--- config.mk ---
export PLATFORM = sky130hd
export DESIGN_NAME = alu_issue_stage
export DESIGN_NICKNAME = d
export VERILOG_FILES = /design/src/rtl/alu_issue_stage.sv
export SDC_FILE = /design/constraint.sdc
export NUM_CORES = 1
export LEC_CHECK = 0
export CAP_MARGIN = 5
export CORE_UTILIZATION = 40
export CTS_BUF_LIST = sky130_fd_sc_hd__clkbuf_4
export DETAILED_ROUTE_END_ITERATION = 7
export PLACE_DENSITY = 0.89
export SKIP_LAST_GASP = 1
export SLEW_MARGIN = 20
export SYNTH_ARGS = -nofsm -noshare
export SYNTH_HDL_FRONTEND = slang
export SYNTH_SLANG_ARGS = --single-unit
export TNS_END_PERCENT = 20
--- constraint.sdc ---
create_clock -name clk -period 4.07 [get_ports clk]
set_input_delay 0.814 -clock clk [delete_from_list [all_inputs] [get_ports clk]]
set_output_delay 0.814 -clock clk [all_outputs]
set_load 0.01 [all_outputs]
--- src/rtl/alu_issue_stage.sv ---
// Single-register issue stage feeding a combinational ALU: decode, NZCV flags, condition squash.
// Optional statistics counters are enabled with `define ISSUE_STATS_EN.
module alu_issue_stage #(
    parameter int DATA_W = 32,
    parameter int REG_AW = 5,
    parameter int CNT_W  = 16
) (
    input  logic              clk,
    input  logic              rst,
    input  logic [31:0]       Instr,
    input  logic              Instr_Valid,
    output logic              Instr_Ready,
    output logic [REG_AW-1:0] Rn_Addr,
    output logic [REG_AW-1:0] Rm_Addr,
    input  logic [DATA_W-1:0] Rn_Data,
    input  logic [DATA_W-1:0] Rm_Data,
    output logic [DATA_W-1:0] In1,
    output logic [DATA_W-1:0] In2,
    output logic [3:0]        Opcode,
    output logic [3:0]        Cond,
    output logic              S,
    output logic [2:0]        SR_Cont,
    output logic [4:0]        SR_Bit,
    output logic [15:0]       Immediate,
    output logic [REG_AW-1:0] Rd,
    output logic              Issue_Valid,
    input  logic              Alu_Ready,
    input  logic [3:0]        Flags_In,
    output logic [3:0]        Flags_Out,
    output logic              Squash
`ifdef ISSUE_STATS_EN
    ,
    output logic [CNT_W-1:0]  Issue_Count,
    output logic [CNT_W-1:0]  Squash_Count,
    output logic [CNT_W-1:0]  Stall_Count
`endif
);

    localparam logic [3:0] OP_MOV_IMM = 4'b0110;

    logic              stage_valid_q;
    logic [3:0]        cond_q, opcode_q, nzcv_q;
    logic              s_q;
    logic [REG_AW-1:0] rd_q;
    logic [DATA_W-1:0] in1_q, in2_q;
    logic [2:0]        sr_cont_q;
    logic [4:0]        sr_bit_q;
    logic [15:0]       imm_q;

    logic [DATA_W-1:0] in1_d, in2_d;
    logic [2:0]        sr_cont_d;
    logic [4:0]        sr_bit_d;
    logic [15:0]       imm_d;
    logic              is_mov;
    logic              pass, issue, squash, retire, accept;

    assign Rn_Addr = Instr[17:13];
    assign Rm_Addr = Instr[12:8];
    assign is_mov  = (Instr[27:24] == OP_MOV_IMM);

    always_comb begin
        in1_d     = Rn_Data;
        in2_d     = Rm_Data;
        sr_cont_d = Instr[7:5];
        sr_bit_d  = Instr[4:0];
        imm_d     = 16'd0;
        if (is_mov) begin
            in1_d     = '0;
            in2_d     = '0;
            sr_cont_d = 3'd0;
            sr_bit_d  = 5'd0;
            imm_d     = Instr[15:0];
        end
    end

    // nzcv_q = {N, Z, C, V}
    always_comb begin
        pass = 1'b0;
        case (cond_q)
            4'b0000: pass = nzcv_q[2];
            4'b0001: pass = !nzcv_q[2];
            4'b0010: pass = nzcv_q[1];
            4'b0011: pass = !nzcv_q[1];
            4'b0100: pass = nzcv_q[3];
            4'b0101: pass = !nzcv_q[3];
            4'b0110: pass = nzcv_q[0];
            4'b0111: pass = !nzcv_q[0];
            4'b1000: pass = nzcv_q[1] && !nzcv_q[2];
            4'b1001: pass = !nzcv_q[1] || nzcv_q[2];
            4'b1010: pass = (nzcv_q[3] == nzcv_q[0]);
            4'b1011: pass = (nzcv_q[3] != nzcv_q[0]);
            4'b1100: pass = !nzcv_q[2] && (nzcv_q[3] == nzcv_q[0]);
            4'b1101: pass = nzcv_q[2] || (nzcv_q[3] != nzcv_q[0]);
            4'b1110: pass = 1'b1;
            default: pass = 1'b0;
        endcase
    end

    assign issue  = stage_valid_q && pass;
    assign squash = stage_valid_q && !pass;
    assign retire = squash || (issue && Alu_Ready);
    assign accept = Instr_Valid && Instr_Ready;

    assign Instr_Ready = !stage_valid_q || retire;
    assign Issue_Valid = issue;
    assign Squash      = squash;
    assign Flags_Out   = nzcv_q;
    assign In1         = in1_q;
    assign In2         = in2_q;
    assign Opcode      = opcode_q;
    assign Cond        = cond_q;
    assign S           = s_q;
    assign SR_Cont     = sr_cont_q;
    assign SR_Bit      = sr_bit_q;
    assign Immediate   = imm_q;
    assign Rd          = rd_q;

    always_ff @(posedge clk) begin
        if (rst) begin
            stage_valid_q <= 1'b0;
            nzcv_q        <= 4'd0;
            cond_q        <= 4'd0;
            opcode_q      <= 4'd0;
            s_q           <= 1'b0;
            rd_q          <= '0;
            in1_q         <= '0;
            in2_q         <= '0;
            sr_cont_q     <= 3'd0;
            sr_bit_q      <= 5'd0;
            imm_q         <= 16'd0;
        end else begin
            // Squashed instructions never reach this write, so they cannot touch NZCV.
            if (issue && Alu_Ready && s_q) begin
                nzcv_q <= Flags_In;
            end
            if (accept) begin
                stage_valid_q <= 1'b1;
                cond_q        <= Instr[31:28];
                opcode_q      <= Instr[27:24];
                s_q           <= Instr[23];
                rd_q          <= Instr[22:18];
                in1_q         <= in1_d;
                in2_q         <= in2_d;
                sr_cont_q     <= sr_cont_d;
                sr_bit_q      <= sr_bit_d;
                imm_q         <= imm_d;
            end else if (retire) begin
                stage_valid_q <= 1'b0;
            end
        end
    end

`ifdef ISSUE_STATS_EN
    logic [CNT_W-1:0] issue_cnt_q, squash_cnt_q, stall_cnt_q;

    always_ff @(posedge clk) begin
        if (rst) begin
            issue_cnt_q  <= '0;
            squash_cnt_q <= '0;
            stall_cnt_q  <= '0;
        end else begin
            if (issue && Alu_Ready && (issue_cnt_q != '1)) begin
                issue_cnt_q <= issue_cnt_q + 1'b1;
            end
            if (squash && (squash_cnt_q != '1)) begin
                squash_cnt_q <= squash_cnt_q + 1'b1;
            end
            if (issue && !Alu_Ready && (stall_cnt_q != '1)) begin
                stall_cnt_q <= stall_cnt_q + 1'b1;
            end
        end
    end

    assign Issue_Count  = issue_cnt_q;
    assign Squash_Count = squash_cnt_q;
    assign Stall_Count  = stall_cnt_q;
`endif

endmodule

Word level (Yosys, flattened, before mapping) --
Index checks and enable logic that the tools add are counted.
Word-level totals: register bits after elaboration 107, bits of input ports 104
Cells by class: muxes and demuxes 8, reductions and logical operators 19, eq/ne operators 17
Operators with widths (count):
- two-way mux 32 bit | 2
- == test 4 bit (second input constant) | 7
- == test 4 x 3 -> 1 bit (second input constant) | 5
- two-way mux 16 bit | 1
- case mux 1 bit (15 select lines) | 1
- == test 4 x 2 -> 1 bit (second input constant) | 2
- logical AND 1 bit | 7
- logical NOT 1 bit | 6
- two-way mux 5 bit | 1
- == test 4 x 1 -> 1 bit (second input constant) | 1
- logical NOT 4 bit | 1
- logical OR 1 bit | 4
- two-way mux 3 bit | 1
- two-way mux 1 bit | 2
- nonzero test 2 bit | 1
- == test 1 bit | 1
- != test 1 bit | 1

Longest topological paths before layout --
Gate-level depths: netlist of run 1.
word-level depth 9, depth in mapped cells 9

Worst setup path before layout of run 1 --
OpenSTA, ideal clock, no wires.
path type register to output, start reg cond_q[2] (netlist: Cond[2]), end out Issue_Valid, path buffers 1, path slack 1.690 ns, stages on the path, launching flop included 7, arrival time 1.566 ns, data required time 3.256 ns, cells stage by stage dfxtp_1 buf_2 and3b_1 a22oi_1 xor2_1 o311ai_1 and2_1
Between the ends: word-level cells in the longest chain between the ends 3, elaborated cells between the ends (all ways) 17, classes of those cells eq/ne (14); mux (1); reduce/logical (2)
RTL lines:
- start, declared | RTL line 42 | logic [3:0] cond_q, opcode_q, nzcv_q;
- start signal, assigned | RTL line 138 | cond_q <= Instr[31:28];
- == test 4 bit, or another cell as far along | RTL line 79 | case (cond_q)
- case mux 1 bit (15 select lines) * | RTL line 79
- logical AND 1 bit * | RTL line 99 | assign issue = stage_valid_q && pass;
- end, declared | RTL line 26 | output logic Issue_Valid,
Mark *: on every way between the ends. The rest lies on a longest branch, timed or not.

Worst setup path in the final report of run 1 --
Ends and elaborated chain as after synthesis.

==> results by group, run 1 <==
STA
  – Tmin final: 3.53 ns
  – Max-slew violations: 0
  – Setup TNS: 0 ns
  – Fmax: between 200 and 300 MHz
  – Fin Clk Skew: ~0.017 ns
  – Relative slew slack: between 40% and 50%
  – Endpoints failing setup: 0
  – RSZ-0062 raised after global routing: false
  – Worst-margin pin slew: 0.798 ns
  – Final hold violations: 0
  – Period utilization: between 80 and 90%

Power
  – Pwr dens: roughly 300 nW/um^2
  – Sw Ratio: between 20% and 30%
  – Logic pwr share: between 20% and 30%
  – Sw Pwr: roughly 0.00056 W
  – Power, Total: 0.00214 W
  – Clock Power Share: a little over a quarter
  – Pleak: between 2 and 3 nW
  – Int Pwr: about 0.0016 W
  – Reg power frac: a little over half
  – Peak VDD IR: around 0.16 mV

Run
  – Max-Cap Viols: 0

Final layout
  – Most frequent cells in the layout: clkdlybuf4s50_1 (217), dfxtp_1 (107), nand2b_1 (104)
  – Post-route insts no fill: 863
  – FF+latch area: 2140 sq um
  – Diodes inserted: 0
  – Nets: 819
  – Area grow syn2layout: 47.3%
  – Filler Cells Inserted: 971
  – Layout cells sized above 1: 3.89%
  – Leading cell type in the layout, fill and taps excluded: clkdlybuf4s50_1
  – Fin util: 61.5%
  – Footprint of the multi-input gates: about 2400 sq um

Drt
  – Post-DR vias/cell: roughly 5
  – WL final: 13.4 mm
  – Number of DRC markers in iteration 0: 203
  – Via count: about 4400
  – Number of remaining DRC errors: 15
  – ANT nets after route: 0
  – DRT Pass-1 Iters: 6
  – Wirelength per Cell: 15.6 um

CTS
  – Hold Buf Count CTS: 0
  – Clk slew on worst S/H paths: 0.15 ns
  – Post_cts resized: 0
  – H-tree Lvls: 3
  – Postcts setup bufs: 0
  – Root Buffer: clkbuf_4
  – CTS Buffer Depth: 2
  – Total CTS buffers: 9
  – Worst-Skew Late Latency: roughly 0.46 ns
  – Clock Sinks: around 110
  – TritonCTS clock tree: yes

Min path
  – Worst hold stages: 2
  – Worst hold path class: flop to flop
  – Worst hold start: In2[28]
  – Worst Hold Endpoint: In2[28]

Placed design
  – Placed Instances: ~850
  – Final GP Congestion: about 0.81
  – # port buffers: 218
  – Placed wire-length estimate: 9.47 mm

Critical path
  – Startpoint Class: flop
  – Setup Crit Path Kind: flop to output port
  – Worst R2R Setup Slack: roughly 1.5 ns
  – FF-to-FF path depth: 8
  – Critical path arrival: around 2.7 ns
  – CP Capture Type: output port
  – WP data required: between 3 and 4 ns
  – Worst-path maximum fanout: 9
  – Worst r2r src: Cond[1]
  – Worst R2R End: In1[3]

Synth
  – Synthesis-stage register bit count: 107
  – Yosys warns: 0
  – Mapped Cells: 535
  – Mean Syn Cell Area: roughly 9 sq um
  – Netlist Area Pre-Place: just under 5000 sq um
  – Syn Nets: roughly 640
  – Register area share after synthesis: between 40% and 50%
  – Unique masters post-synth: 36

Floorplan
  – Die width: 112 um
  – Die H: ~110 um
  – Initial core utilization: approximately two fifths
  – FP Rows: 39
  – Die area: between 10000 and 15000 sq um
  – Core area: around 12000 sq um
  – IO Pins: around 220

GRT
  – Largest net degree at the start of global routing: between 80 and 90
  – Grt total ovfl: 0
  – Vias in the first global route: approximately 4500
  – Tot GR Track Use: 21.5%
  – First-pass GRT wire length: around 22 mm
  – Antenna violations before repair: 0

Run status
  – Status: complete, but fails checks
  – Violated checks: design-rule violations
-- how the worst max path moves through the flow --
stage                        to          from  slack [ns]
floorplan           Issue_Valid       Cond[2]        1.69
global placement    Issue_Valid  Flags_Out[2]        1.22
detailed placement  Issue_Valid       Cond[2]        1.03
CTS                 Issue_Valid       Cond[2]        0.50
global route        Issue_Valid       Cond[2]        0.31
finish              Issue_Valid       Cond[2]        0.54
-- state kept, by name (all words and copies together), names as in the netlist --
register and count:
Cond 4, Flags_Out 4, Immediate 16, In1 32
In2 32, Opcode 4, Rd 5, S 1
SR_Bit 5, SR_Cont 3, stage_valid_q 1
-- worst max-delay path, cell delays in order (launching register included) --
cell	delay [ns]
dfxtp_1	0.52
and3b_1	0.23
a22oi_1	0.08
xor2_1	0.19
o311ai_1	0.52
and2_1	0.20
clkdlybuf4s50_1	0.53
-- layout make-up --
| cell class | instances | share of cell area, % |
|---|---|---|
| clock inverters | 3 | 0.546 |
| inverters | 2 | 0.106 |
| multi-input cells | 371 | 33.9 |
| well taps | 143 | 2.52 |
| flip-flops and latches | 107 | 30.1 |
| clock buffers | 13 | 1.37 |
| repair buffers | 224 | 31.4 |
-- synthesized netlist by cell type --
| master | instances | area (sq um) |
|---|---|---|
| a211o_1 | 1 | 8.76 |
| a21boi_2 | 1 | 11.3 |
| a21oi_1 | 16 | 80.1 |
| a22oi_1 | 1 | 7.51 |
| a311oi_4 | 1 | 26.3 |
| and2_1 | 1 | 6.26 |
| and3_1 | 1 | 6.26 |
| and3b_1 | 1 | 8.76 |
| and4_1 | 1 | 8.76 |
| and4_4 | 1 | 11.3 |
| buf_2 | 7 | 35.0 |
| buf_4 | 13 | 97.6 |
| buf_6 | 1 | 11.3 |
| clkbuf_1 | 30 | 113 |
| clkbuf_2 | 4 | 20.0 |
| dfxtp_1 | 107 | 2140 |
| inv_1 | 2 | 7.51 |
| mux2i_1 | 70 | 701 |
| nand2_1 | 66 | 248 |
| nand2b_1 | 104 | 651 |
| nand3_1 | 23 | 115 |
| nor2_1 | 6 | 22.5 |
| nor2_4 | 1 | 11.3 |
| nor2b_1 | 1 | 6.26 |
| nor3b_1 | 9 | 67.6 |
| o211ai_1 | 1 | 7.51 |
| o21a_1 | 1 | 7.51 |
| o21ai_0 | 36 | 180 |
| o21ai_1 | 2 | 10.0 |
| o21ai_2 | 1 | 8.76 |
| o22ai_1 | 1 | 6.26 |
| o311ai_1 | 1 | 8.76 |
| or3_1 | 2 | 12.5 |
| or4_1 | 17 | 128 |
| xnor2_1 | 1 | 8.76 |
| xor2_1 | 3 | 26.3 |
-- kinds of logic (layout without fill, tap and decap cells) --
group,Yosys count,after routing,synth area share (%)
DFF,107,107,44.4
xor gates and xnor gates,4,4,0.726
AOI/OAI and AO/OA,63,63,7.52
and+or+nand+nor,234,234,27.0
muxes,70,70,14.5
buffers and inverters,57,242,5.88
-- power groups by stage --
stage | registers (W) | logic [W] | clock network, W
floorplan | 0.00118 | 0.000171 | 0
global placement | 0.00116 | 0.000431 | 0
detailed placement | 0.00116 | 0.000441 | 0
CTS | 0.00114 | 0.000443 | 0.000571
global route | 0.00115 | 0.000470 | 0.000612
finish | 0.00114 | 0.000440 | 0.000556
-- per-layer routing --
metal  vias to the layer above  track usage (%)  share of wire, %
li1                       2146                -                 -
met1                      2073             23.4                40
met2                       161             38.1                49
met3                        25             6.37               8.8
met4                         0             10.1               2.6
met5                         -                0                 0
-- through the flow --
stage	setup slack (ns)	hold slack, ns	area, sq um
2_1_floorplan	1.69	0.486	4830
3_3_place_gp	1.22	0.457	6970
3_5_place_dp	1.03	0.462	6970
4_1_cts	0.501	0.484	7110
5_1_grt	0.310	0.505	7110
6_report	0.542	0.483	7110
Note: power is estimated with default switching activity, not from simulation.
==> run 2: changes to the inputs <==
--- a/config.mk
+++ b/config.mk
@@ -5,11 +5,12 @@
 export SDC_FILE = /design/constraint.sdc
 export NUM_CORES = 1
 export LEC_CHECK = 0
+export ABC_AREA = 1
 export CAP_MARGIN = 5
 export CORE_UTILIZATION = 40
 export CTS_BUF_LIST = sky130_fd_sc_hd__clkbuf_4
 export DETAILED_ROUTE_END_ITERATION = 7
-export PLACE_DENSITY = 0.89
+export PLACE_DENSITY = 0.87
 export SKIP_LAST_GASP = 1
 export SLEW_MARGIN = 20
 export SYNTH_ARGS = -nofsm -noshare
==> results by group, run 2 <==
Run status
  – Status: completed (was complete, but fails checks)

Synth
  – Syn Nets: 1006 (was 639)
  – Mean Syn Cell Area: 5.96 sq um (was 9.02 sq um)
  – Mapped Cells: 902 (was 535)
  – Unique masters post-synth: 17 (was 36)
  – Synth top area share: 39.9% (was 44.4%)
  – Post-synth top flop: dfxtp_1 (unchanged)
  – Largest area contributor in the netlist: dfxtp_1 (unchanged)
  – Register area share after synthesis: 39.9% (was 44.4%)
  – Post-synth top cells: nor2_1 (285), nand2_1 (218), inv_1 (184) (was dfxtp_1 (107), nand2b_1 (104), mux2i_1 (70))
  – Post-synth EDFFs: 0 (unchanged)
  – Yosys warns: 0 (unchanged)
  – Top-count cell post-synth: nor2_1 (was dfxtp_1)
  – Netlist Area Pre-Place: 5380 sq um (was 4830 sq um)
  – Largest cells by area after synthesis: dfxtp_1 (40%), nor2_1 (20%), nand2_1 (15%) (was dfxtp_1 (44%), mux2i_1 (15%), nand2b_1 (13%))
  – Asr flop ratio synth: 0% (unchanged)
  – Synthesis-stage register bit count: 107 (unchanged)

Final layout
  – Most frequent cells in the layout: nor2_1 (285), nand2_1 (218), clkdlybuf4s50_1 (218) (was clkdlybuf4s50_1 (217), dfxtp_1 (107), nand2b_1 (104))
  – Leading cell type in the layout, fill and taps excluded: nor2_1 (was clkdlybuf4s50_1)
  – Filler Cells Inserted: 1197 (was 971)
  – Diodes inserted: 0 (unchanged)
  – Layout cells sized above 1: 2.30% (was 3.89%)
  – Nets: 1188 (was 819)
  – Area grow syn2layout: 42.3% (was 47.3%)
  – Fin util: 59.4% (was 61.5%)

Critical path
  – CP Capture Type: output port (unchanged)
  – Startpoint Class: flop (unchanged)
  – Crit-path cells: inv_1, nor2_1, nand2_1, nand2_1, nand2_1, nand2_1, nor2_2, a21oi_1, clkdlybuf4s50_1 (was and3b_1, a22oi_1, xor2_1, o311ai_1, and2_1, clkdlybuf4s50_1)
  – FF-to-FF path depth: 14 (was 8)
  – Slowest CP cell: clkdlybuf4s50_1 (unchanged)
  – Delay-heaviest family, CP: buffers and inverters (was compound AO/OA/AOI/OAI gates)
  – Critical path arrival: 2.44 ns (was 2.71 ns)
  – Worst r2r src: Cond[1] (unchanged)
  – Worst-path maximum fanout: 6 (was 9)
  – Cell mode on critical path: nand2_1
  – Worst R2R Setup Slack: 1.51 ns (was 1.50 ns)
  – Setup Crit Path Kind: flop to output port (unchanged)
  – Worst R2R End: In1[9] (was In1[3])
  – Max incr delay on CP: 0.61 ns (was 0.53 ns)
  – WP data required: 3.26 ns (about the same)
  – Buf/Inv on CP: 2 (was 1)

Drt
  – Number of DRC markers in iteration 0: 352 (was 203)
  – ANT nets after route: 0 (unchanged)
  – WL final: 13.6 mm (was 13.4 mm)
  – Wirelength per Cell: 10.8 um (was 15.6 um)
  – Via count: 5382 (was 4405)
  – Number of remaining DRC errors: 0 (was 15)
  – DRT Pass-1 Iters: 5 (was 6)
  – Post-DR vias/cell: 4.27 (was 5.10)

Power
  – Power, Total: 0.00224 W (was 0.00214 W)
  – Pleak: 3.82 nW (was 2.69 nW)
  – Pwr dens: 293 nW/um^2 (was 300 nW/um^2)
  – Peak VDD IR: 0.158 mV (was 0.161 mV)

CTS
  – Worst-Skew Late Latency: 0.48 ns (was 0.46 ns)
  – CTS Buffer Depth: 2 (unchanged)
  – Post_cts resized: 0 (unchanged)
  – Hold Buf Count CTS: 0 (unchanged)
  – H-tree Lvls: 3 (unchanged)
  – TritonCTS clock tree: yes (unchanged)
  – Clock Sinks: 107 (unchanged)
  – Root Buffer: clkbuf_4 (unchanged)
  – Postcts setup bufs: 0 (unchanged)
  – Total CTS buffers: 9 (unchanged)
  – Clk slew on worst S/H paths: 0.15 ns (about the same)

STA
  – Final hold violations: 0 (unchanged)
  – WHS: 0.509 ns (was 0.483 ns)
  – Max-slew violations: 0 (unchanged)
  – Period utilization: 80.0% (was 86.7%)
  – Tmin final: 3.25 ns (was 3.53 ns)
  – Relative slew slack: 51.6% (was 46.8%)
  – Worst-margin pin slew: 0.725 ns (was 0.798 ns)
  – RSZ-0062 raised after global routing: false (unchanged)
  – Setup TNS: 0 ns (unchanged)
  – Fmax: 307 MHz (was 283 MHz)
  – Fin Clk Skew: 0.0165 ns (was 0.0175 ns)
  – Fin worst setup slack: 0.816 ns (was 0.542 ns)
  – Endpoints failing setup: 0 (unchanged)

Run
  – Max-Cap Viols: 0 (unchanged)

Min path
  – Worst hold start: Rd[2] (was In2[28])
  – Worst hold path class: flop to flop (unchanged)
  – Worst Hold Endpoint: Rd[2] (was In2[28])
  – Worst hold stages: 2 (unchanged)

GRT
  – Largest net degree at the start of global routing: 70 (was 89)
  – First-pass GRT wire length: 22.9 mm (was 21.7 mm)
  – Tot GR Track Use: 20.1% (was 21.5%)
  – Antenna violations before repair: 0 (unchanged)
  – Grt total ovfl: 0 (unchanged)
  – Vias in the first global route: 4959 (was 4523)

Floorplan
  – Core area: 12900 sq um (was 11600 sq um)
  – FP Rows: 41 (was 39)
  – Die H: 118 um (was 112 um)
  – Initial core utilization: 41.7% (about the same)
  – Die area: 13900 sq um (was 12500 sq um)
  – Die width: 118 um (was 112 um)
  – IO Pins: 223 (unchanged)

Placed design
  – # port buffers: 218 (unchanged)
  – Placed wire-length estimate: 9.63 mm (was 9.47 mm)
  – Final GP Congestion: 0.815 (about the same)
  – Setup WS pre-CTS: 1.24 ns (was 1.03 ns)
## run 2: cell types whose count changed after synthesis, moves of 5 or more
| cell | previous run | this run |
|---|---|---|
| nor2_1 | 6 | 285 |
| inv_1 | 2 | 184 |
| nand2_1 | 66 | 218 |
| nand2b_1 | 104 | 0 |
| mux2i_1 | 70 | 0 |
| o21ai_0 | 36 | 0 |
| or4_1 | 17 | 0 |
| nand3b_1 | 0 | 13 |
| clkbuf_1 | 30 | 19 |
| nand3_1 | 23 | 14 |
| nor3b_1 | 9 | 0 |
| a21oi_1 | 16 | 22 |
| buf_4 | 13 | 19 |
| buf_6 | 1 | 6 |
## run 2: metrics by stage
step                      cell area, sq um  std cells
final                                 7650       1261
after global routing                  7650       1261
after CTS                             7650       1261
after detailed placement              7540       1245
after global placement                7540       1245
after floorplan                       5380        902
## run 2: worst max path at each step
stage               slack [ns]             to  depth (start not counted)      start
finish                    0.82    Issue_Valid                          9    Cond[2]
global route              0.51    Issue_Valid                          7    Cond[2]
CTS                       0.79    Issue_Valid                          7    Cond[2]
detailed placement        1.24   Immediate[3]                          7  Instr[27]
global placement          1.26  Immediate[14]                          7  Instr[27]
floorplan                 1.98    Instr_Ready                          9    Cond[2]
## run 2: area by class of cell
type | instances | area, sq um | share of cell area, %
clock buffers | 10 | 75.1 | 0.982
clock inverters | 6 | 32.5 | 0.425
inverters | 184 | 691 | 9.03
multi-input cells | 557 | 2220 | 29.0
flip-flops and latches | 107 | 2140 | 28.0
well taps | 172 | 215 | 2.81
repair buffers | 225 | 2270 | 29.7
## run 2: where the power goes
part	switching [W]	internal [W]
Clock	0.000351	0.000127
Sequential	0.0000427	0.00112
Combinational	0.000276	0.000316
Total	0.000669	0.00157
## run 2: logic make-up (layout without fill, tap and decap cells)
kind of cell / after synthesis / count (layout) / synth area share (%)
and+or+nand+nor: 535 / 535 / 39.2
DFF: 107 / 107 / 39.9
buffers and inverters: 238 / 425 / 18.9
AOI/OAI and AO/OA: 22 / 22 / 2.05
## run 2: worst min-delay path, stage by stage (launching register included)
cell,delay (ns)
dfxtp_1,0.36
a21oi_1,0.04
nor2_1,0.09
## run 2: layer usage
metal	global-route usage (%)	wire length (um)	part of all wire, %
met1	22.8	5690	42
met2	35.1	6780	50
met3	6.25	1030	7.6
met4	7.77	135	0.99
met5	0	0	0
==> run 3: changes to the inputs <==
--- a/config.mk
+++ b/config.mk
@@ -10,7 +10,7 @@
 export CORE_UTILIZATION = 40
 export CTS_BUF_LIST = sky130_fd_sc_hd__clkbuf_4
 export DETAILED_ROUTE_END_ITERATION = 7
-export PLACE_DENSITY = 0.87
+export PLACE_DENSITY = 0.9
 export SKIP_LAST_GASP = 1
 export SLEW_MARGIN = 20
 export SYNTH_ARGS = -nofsm -noshare
==> constraint.sdc (replaced) <==
create_clock -name clk -period 2.79 [get_ports clk]
set_input_delay 0.558 -clock clk [delete_from_list [all_inputs] [get_ports clk]]
set_output_delay 0.558 -clock clk [all_outputs]
set_load 0.01 [all_outputs]
==> results by group, run 3 (synthesis gave the netlist of run 2 again) <==
Run status
  – Status: completed (unchanged)

Drt
  – Number of remaining DRC errors: 0 (unchanged)
  – WL final: 13.7 mm (was 13.6 mm)
  – Post-DR vias/cell: 4.27 (about the same)
  – DRT Pass-1 Iters: 6 (was 5)
  – Number of DRC markers in iteration 0: 357 (was 352)
  – Via count: 5397 (was 5382)
  – Wirelength per Cell: 10.8 um (about the same)
  – ANT nets after route: 0 (unchanged)

STA
  – Fmax: between 300 and 400 MHz
  – RSZ-0062 raised after global routing: true (was false)
  – WHS: 0.504 ns (was 0.509 ns)
  – Worst-margin pin slew: 0.485 ns (was 0.725 ns)
  – Max-slew violations: 0 (unchanged)
  – Relative slew slack: 67.6% (was 51.6%)
  – Period utilization: a little over nine tenths
  – Fin Clk Skew: 0.0116 ns (was 0.0165 ns)
  – Final hold violations: 0 (unchanged)
  – Endpoints failing setup: 0 (unchanged)
  – Tmin final: 2.73 ns

Critical path
  – FF-to-FF path depth: 14 (unchanged)
  – CP Capture Type: output port (unchanged)
  – Worst R2R Setup Slack: 0.70 ns (was 1.51 ns)
  – Crit-path cells: inv_1, nand2_1, nand2_1, nand2_1, nand2_1, nand2_1, nand2_1, nor2_2, nand2_1, nor2_1, clkdlybuf4s50_1 (was inv_1, nor2_1, nand2_1, nand2_1, nand2_1, nand2_1, nor2_2, a21oi_1, clkdlybuf4s50_1)
  – Startpoint Class: flop (unchanged)
  – Cell mode on critical path: nand2_1 (unchanged)
  – Setup Crit Path Kind: flop to output port (unchanged)
  – Worst r2r src: Cond[3] (was Cond[1])
  – Max incr delay on CP: 0.53 ns (was 0.61 ns)
  – WP data required: 2.23 ns (was 3.26 ns)
  – Critical path arrival: 2.17 ns (was 2.44 ns)
  – Worst R2R End: In2[5] (was In1[9])
  – Worst-path maximum fanout: 5 (was 6)
  – Slowest CP cell: clkdlybuf4s50_1 (unchanged)

Placed design
  – Placed wire-length estimate: 9.77 mm (was 9.63 mm)
  – # port buffers: 218 (unchanged)
  – Final GP Congestion: 0.978 (was 0.815)
  – Placed Instances: 1248 (was 1245)

Run
  – Max-Cap Viols: 0 (unchanged)

GRT
  – Largest net degree at the start of global routing: 62 (was 70)
  – Antenna violations before repair: 0 (unchanged)
  – Vias in the first global route: 4865 (was 4959)
  – Tot GR Track Use: 20.0% (was 20.1%)
  – First-pass GRT wire length: 22.7 mm (was 22.9 mm)
  – Grt total ovfl: 0 (unchanged)

Final layout
  – Most frequent cells in the layout: nor2_1 (285), nand2_1 (218), clkdlybuf4s50_1 (216) (was nor2_1 (285), nand2_1 (218), clkdlybuf4s50_1 (218))
  – Nets: 1191 (was 1188)
  – Area grow syn2layout: 44.9% (was 42.3%)
  – Diodes inserted: 0 (unchanged)
  – Post-route insts no fill: 1264 (was 1261)
  – Leading cell type in the layout, fill and taps excluded: nor2_1 (unchanged)
  – Layout cells sized above 1: 3.57% (was 2.30%)

Min path
  – Worst Hold Endpoint: Rd[2] (unchanged)
  – Worst hold start: Rd[2] (unchanged)
  – Worst hold stages: 2 (unchanged)
  – Worst hold path class: flop to flop (unchanged)

CTS
  – Clk slew on worst S/H paths: 0.16 ns (was 0.15 ns)
  – Worst-Skew Late Latency: 0.49 ns (was 0.48 ns)
  – CTS Buffer Depth: 2 (unchanged)
  – H-tree Lvls: 3 (unchanged)
  – Clock Sinks: 107 (unchanged)
  – TritonCTS clock tree: yes (unchanged)
  – Postcts setup bufs: 0 (unchanged)
  – Root Buffer: clkbuf_4 (unchanged)
  – Total CTS buffers: 9 (unchanged)

Floorplan
  – Die H: 118 um (unchanged)
  – Initial core utilization: 41.7% (unchanged)
  – Die area: 13900 sq um (unchanged)
  – IO Pins: 223 (unchanged)
  – FP Rows: 41 (unchanged)
  – Die width: 118 um (unchanged)
  – Core area: 12900 sq um (unchanged)

Power
  – Peak VDD IR: 0.339 mV (was 0.158 mV)
  – Pleak: 3.89 nW (was 3.82 nW)
  – Pwr dens: 456 nW/um^2 (was 293 nW/um^2)
-- run 3: worst max path at each step --
stage,from,to,slack [ns],depth (start not counted)
2_1_floorplan,Cond[2],Instr_Ready,0.96,9
5_1_grt,Flags_Out[3],Squash,-0.11,11
3_3_place_gp,Cond[3],Issue_Valid,0.42,9
3_5_place_dp,Cond[1],Issue_Valid,0.37,7
4_1_cts,Flags_Out[3],Instr_Ready,-0.03,11
6_report,Flags_Out[3],Squash,0.06,11
-- run 3: area by class of cell --
class,count,area (sq um)
inverter,184,691
timing repair buffer,228,2320
tap,172,215
multi-input combinational,557,2230
fill,1164,5080
sequential,107,2150
clock buffer,9,67.6
clock inverter,7,116
-- run 3: power by group --
| part | switching [W] | internal [W] | total (W) |
|---|---|---|---|
| sequential | 0.0000619 | 0.00164 | 0.00170 |
| clock | 0.000526 | 0.000452 | 0.000978 |
| combinational | 0.000403 | 0.000467 | 0.000870 |
-- run 3: through the flow --
step	setup WS [ns]	utilization (%)	cell area (sq um)	power (W)	TNS, ns
floorplan	0.960	-	5380	0.00217	0
detailed placement	0.366	58.9	7590	0.00261	0
global route	-0.112	60.5	7790	0.00375	-0.112
finish	0.0581	60.5	7790	0.00355	0
global placement	0.415	58.9	7590	0.00259	0
CTS	-0.0267	60.4	7780	0.00360	-0.0335
-- run 3: worst max-delay path, delay by kind of cell (launching register included) --
kind	cells	cell delay [ns]
and+or+nand+nor	9	0.71
DFF	1	0.40
buffers and inverters	2	0.59
-- run 3: repair_timing --
item	in CTS	in global routing
hold buffers	0	0
endpoints found under the setup margin	3	2
endpoints found under the hold margin	0	0
cloned	0	0
gates resized for setup	8	4
pin swaps	1	0
-- run 3: layer usage --
layer  part of all wire (%)  global-route usage (%)
met1                     41                    22.5
met2                     49                    34.9
met3                    7.8                    6.88
met4                    2.0                    6.65
met5                      0                       0
